<file path="config.mk">
export PLATFORM = sky130hd
export DESIGN_NAME = multicycle_control_fsm
export DESIGN_NICKNAME = d
export VERILOG_FILES = /design/src/rtl/multicycle_control_fsm.sv
export SDC_FILE = /design/constraint.sdc
export NUM_CORES = 1
export LEC_CHECK = 0
export ABC_AREA = 0
export CELL_PAD_IN_SITES_DETAIL_PLACEMENT = 1
export CELL_PAD_IN_SITES_GLOBAL_PLACEMENT = 1
export CORE_ASPECT_RATIO = 0.8
export CORE_MARGIN = 2
export CORE_UTILIZATION = 35
export DETAILED_ROUTE_END_ITERATION = 16
export PLACE_DENSITY = 0.85
export SYNTH_ARGS = -nofsm -noshare
export SYNTH_HDL_FRONTEND = slang
export SYNTH_SLANG_ARGS = --single-unit
</file>
<file path="constraint.sdc">
create_clock -name clk -period 2.64 [get_ports clk]
set_clock_uncertainty 0.05 [all_clocks]
set_input_delay 0.264 -clock clk [delete_from_list [all_inputs] [get_ports clk]]
set_output_delay 0.264 -clock clk [all_outputs]
set_load 0.03 [all_outputs]
</file>
<file path="src/rtl/multicycle_control_fsm.sv">
// multicycle_control_fsm: multicycle datapath controller with memory-wait timeout and sticky fault
module multicycle_control_fsm #(
  parameter int MEM_TIMEOUT = 15
) (
  input  logic       clk,
  input  logic       reset,
  input  logic [5:0] OP,
  input  logic       MemReady,
  output logic       PCWrite,
  output logic       PCWriteCondEQ,
  output logic       PCWriteCondNE,
  output logic       IorD,
  output logic       MemRead,
  output logic       MemWrite,
  output logic       IRWrite,
  output logic       MemtoReg,
  output logic       RegDst,
  output logic       RegWrite,
  output logic       ALUSrcA,
  output logic [1:0] ALUSrcB,
  output logic [1:0] PCSource,
  output logic [2:0] ALUOp,
  output logic [3:0] State,
  output logic       Retire,
  output logic       Fault
);
  typedef enum logic [3:0] {
    FETCH     = 4'd0,
    DECODE    = 4'd1,
    MEM_ADDR  = 4'd2,
    MEM_READ  = 4'd3,
    MEM_WB    = 4'd4,
    MEM_WRITE = 4'd5,
    EXEC_R    = 4'd6,
    R_WB      = 4'd7,
    BRANCH    = 4'd8,
    JUMP      = 4'd9,
    EXEC_I    = 4'd10,
    I_WB      = 4'd11,
    FAULT     = 4'd15
  } state_t;

  state_t     state, nextState;
  logic [7:0] waitCnt, nextCnt;
  logic       memState, timeout;
  logic [2:0] immOp;

  assign memState = (state == FETCH) || (state == MEM_READ) || (state == MEM_WRITE);
  assign timeout  = memState && !MemReady && (waitCnt == 8'(MEM_TIMEOUT));
  assign immOp    = (OP == 6'h0C) ? 3'b100 : (OP == 6'h0D) ? 3'b011 : (OP == 6'h0F) ? 3'b101 : 3'b000;
  assign State    = state;

  // State and wait counter registers; reset discards any partial operation
  always_ff @(posedge clk or negedge reset) begin
    if (!reset) begin
      state   <= FETCH;
      waitCnt <= 8'd0;
    end else begin
      state   <= nextState;
      waitCnt <= nextCnt;
    end
  end

  // Next state; MemReady wins over the timeout in the same cycle
  always_comb begin
    nextState = state;
    case (state)
      FETCH:     nextState = MemReady ? DECODE : timeout ? FAULT : FETCH;
      DECODE: begin
        case (OP)
          6'h00:                      nextState = EXEC_R;
          6'h23, 6'h2B:               nextState = MEM_ADDR;
          6'h04, 6'h05:               nextState = BRANCH;
          6'h02:                      nextState = JUMP;
          6'h08, 6'h0C, 6'h0D, 6'h0F: nextState = EXEC_I;
          default:                    nextState = FAULT;
        endcase
      end
      MEM_ADDR:  nextState = (OP == 6'h23) ? MEM_READ : MEM_WRITE;
      MEM_READ:  nextState = MemReady ? MEM_WB : timeout ? FAULT : MEM_READ;
      MEM_WB:    nextState = FETCH;
      MEM_WRITE: nextState = MemReady ? FETCH : timeout ? FAULT : MEM_WRITE;
      EXEC_R:    nextState = R_WB;
      R_WB:      nextState = FETCH;
      BRANCH:    nextState = FETCH;
      JUMP:      nextState = FETCH;
      EXEC_I:    nextState = I_WB;
      I_WB:      nextState = FETCH;
      FAULT:     nextState = FAULT;
      default:   nextState = FAULT;
    endcase
    nextCnt = (nextState != state) ? 8'd0 : (memState && !MemReady) ? waitCnt + 8'd1 : waitCnt;
  end

  // Decoded outputs; everything is forced low while reset is held
  always_comb begin
    PCWrite       = 1'b0;
    PCWriteCondEQ = 1'b0;
    PCWriteCondNE = 1'b0;
    IorD          = 1'b0;
    MemRead       = 1'b0;
    MemWrite      = 1'b0;
    IRWrite       = 1'b0;
    MemtoReg      = 1'b0;
    RegDst        = 1'b0;
    RegWrite      = 1'b0;
    ALUSrcA       = 1'b0;
    ALUSrcB       = 2'b00;
    PCSource      = 2'b00;
    ALUOp         = 3'b000;
    Retire        = 1'b0;
    Fault         = 1'b0;
    if (reset) begin
      case (state)
        FETCH: begin
          MemRead = 1'b1;
          ALUSrcB = 2'b01;
          IRWrite = MemReady;
          PCWrite = MemReady;
        end
        DECODE:    ALUSrcB = 2'b11;
        MEM_ADDR: begin
          ALUSrcA = 1'b1;
          ALUSrcB = 2'b10;
        end
        MEM_READ: begin
          IorD    = 1'b1;
          MemRead = 1'b1;
        end
        MEM_WB: begin
          RegWrite = 1'b1;
          MemtoReg = 1'b1;
          Retire   = 1'b1;
        end
        MEM_WRITE: begin
          IorD     = 1'b1;
          MemWrite = 1'b1;
          Retire   = MemReady;
        end
        EXEC_R: begin
          ALUSrcA = 1'b1;
          ALUOp   = 3'b010;
        end
        R_WB: begin
          RegWrite = 1'b1;
          RegDst   = 1'b1;
          Retire   = 1'b1;
        end
        BRANCH: begin
          ALUSrcA       = 1'b1;
          ALUOp         = 3'b001;
          PCSource      = 2'b01;
          PCWriteCondEQ = (OP == 6'h04);
          PCWriteCondNE = (OP == 6'h05);
          Retire        = 1'b1;
        end
        JUMP: begin
          PCWrite  = 1'b1;
          PCSource = 2'b10;
          Retire   = 1'b1;
        end
        EXEC_I: begin
          ALUSrcA = 1'b1;
          ALUSrcB = 2'b10;
          ALUOp   = immOp;
        end
        I_WB: begin
          RegWrite = 1'b1;
          Retire   = 1'b1;
          ALUOp    = immOp;
        end
        FAULT:     Fault = 1'b1;
        default: ;
      endcase
    end
  end
endmodule
</file>
==> summary.txt <==
Crit path time final -> 2465 ps
Final Core Density -> 48.72%
Post-Syn Nets -> 185
Ports -> 33
H-tree depth -> 1
Hold-fix buffers, CTS -> 0
Initial antenna violation count -> 0
Top cells by count, synth -> nor2_1 (18), nand2_1 (13), dfrtp_1 (12)
DRC viols -> 0
Die boundary width -> 72.70 µm
Worst EP arrival -> 2150 ps
RSZ-0062 raised after global routing -> false
Core area -> 3518 µm²
CP max FO -> 12
Outcome -> finished, final reports clean
First-pass iteration count of the detailed router -> 4
Tcrit/Tclk final -> 93.37%
FF+latch count, synth -> 12
Ys async rst share -> 100.0%
Starting density of the core -> 37.55%
Combinational family with the most area after synthesis -> simple AND/OR/NAND/NOR gates
Post-Synth Adder-Cell Area -> 0.9470%
Least-Margin Pin Slew -> 622.7 ps
Compound-Gate Fraction of Synth Area -> 20.83%
Syn Std Cell Area -> 1321 µm²
Clock Latency Late Sink -> 240 ps
Pleak -> 0.6866 nW
Largest cells by area after synthesis -> dfrtp_1 (23%), xor2_1 (5.3%), nor4_1 (5.2%), nor2_1 (5.1%), nor3_1 (3.8%)
Post-CTS setup buffer count -> 0
Ant. Diodes -> 0
PD cells -> 1023 nW/µm²
Routed Antenna Nets -> 0
Critical path class -> flip-flop to output port
Residual overflow from global routing -> 0
Sinks on Clock Net -> 12
# nets final -> 219
Initial drt markers -> 135
Yosys top cell by area -> dfrtp_1
Worst r2r path cells -> 6
Area of the die -> 4286 µm²
Setup TNS -> 0 ps
Via count -> 1515
Number of global-route vias before repair -> 1475
Worst Setup Start Kind -> flip-flop
CP required -> 2330 ps
Final wirelength -> 4300 µm
RePlAce Congestion -> 0.8664
Slew Viols, Final -> 0
Slew HR -> 58.49%
Maximum clock insertion buffer count -> 2
Post-DP HPWL -> 3294 µm
Layout area overhead -> 29.73%
Syn Area/Cell -> 7.550 µm²
Top FF cell, synth -> dfrtp_1
HP Class -> primary input to async pin
Number of CTS-inserted buffers -> 3
Die Y -> 58.96 µm
Most frequent cell after synthesis -> nor2_1
Via density -> 6.084
Fmax -> 0.4057 GHz
Clk slew on worst S/H paths -> 50 ps
# fillers -> 447
Routed len/inst -> 17.27 µm
Synth Area in Simple Gates -> 39.11%
CTS root buf -> clkbuf_8
Post-Synth XOR/XNOR Area -> 5.966%
Max rail drop VDD -> 494.9 µV
Wire length of the first global-routing pass -> 7065 µm
Mux cell area share after synthesis -> 2.273%
Yosys Warn Count -> 0
Count of final hold-check violations -> 0
Sequential fraction of the synthesis area -> 22.73%
Area share of the largest cell type after synthesis -> 22.73%
Cells after Synth -> 175
Unique cell type count in the Yosys netlist -> 53
Total Routing Usage GR -> 21.16%
# rows -> 19
IO buf count -> 32
Critical path endpoint category -> output port
Largest net degree at the start of global routing -> 25
Layout cell share with drive strength beyond 1 -> 17.39%
Power Total -> 1.753 mW
Post-synth EDFFs -> 0
Max-Cap Viols -> 0
Setup violators final -> 0
CTS tree -> done
## state kept, by name, indices dropped and copies added, names as in the netlist
signal and flops:
waitCnt 8, State 4
## where the power goes
group / total, mW / switching (mW) / internal (mW) / leakage, nW
Clock: 0.158 / 0.0586 / 0.0998 / 0.0216
Sequential: 0.313 / 0.0915 / 0.221 / 0.158
Combinational: 1.28 / 0.801 / 0.481 / 0.507
## layout make-up
cell class	count	area (µm²)	area share, %
multi-input combinational	143	915.9	53.43
timing repair buffer	44	382.9	22.34
sequential	12	302.8	17.66
tap	42	52.55	3.066
clock buffer	3	41.29	2.409
inverter	5	18.77	1.095
## path summary, 6_finish.rpt
check / startpoint / slack (ps) / to
min in group clk: waitCnt[0] / 600 / waitCnt[0]
max in group asynchronous: reset / 1810 / State[1]
worst min register to register: waitCnt[0] / 600 / waitCnt[0]
worst min-delay path: reset / 550 / waitCnt[3]
worst max register to register: State[3] / 340 / waitCnt[6]
worst max-delay path: State[1] / 180 / Retire
## worst max-delay path: stages (launching register included)
cell and delay, ps:
dfrtp_2 490, and2b_2 320, a21oi_1 170, nor2_1 50, nor3_1 180, clkdlybuf4s50_1 700
## kinds of logic after synthesis
logic type,count (synthesis)
DFF,12
muxes,3
buffers and inverters,20
adders and majority gates,1
and+or+nand+nor,92
AOI/OAI and AO/OA,38
xor gates and xnor gates,9
## repair_timing
action                                  in CTS  in global routing
endpoints found under the setup margin       0                  2
resized for setup                            0                  2
endpoints found under the hold margin        0                  0
## routing by layer
metal  global-route usage (%)  share of wire [%]
met1                    29.62                 46
met2                    33.64                 45
met5                        0                  0
met4                    3.439               0.98
met3                    5.479                7.6
## stage by stage
step,cell area [µm²],hold slack (ps),instances,setup WS (ps)
global route,1714,564.7,249,30.53
global placement,1670,548.0,246,233.4
detailed placement,1670,579.4,246,121.5
CTS,1712,562.5,249,29.41
finish,1714,553.8,249,175.0
floorplan,1324,-81.59,175,139.6
## cell usage in the layout, fill, tap and decap left out, types with 6 or more instances in the layout
cell / netlist / routed
buf_4: 1 / 23
clkdlybuf4s50_1: 0 / 21
nor2_1: 18 / 17
nand2_1: 13 / 13
nor4_1: 11 / 11
dfrtp_1: 12 / 10
nor3_1: 10 / 10
a21oi_1: 9 / 9
xor2_1: 8 / 8
nand4_1: 6 / 6
No activity file was read; power rests on OpenSTA's default activity.
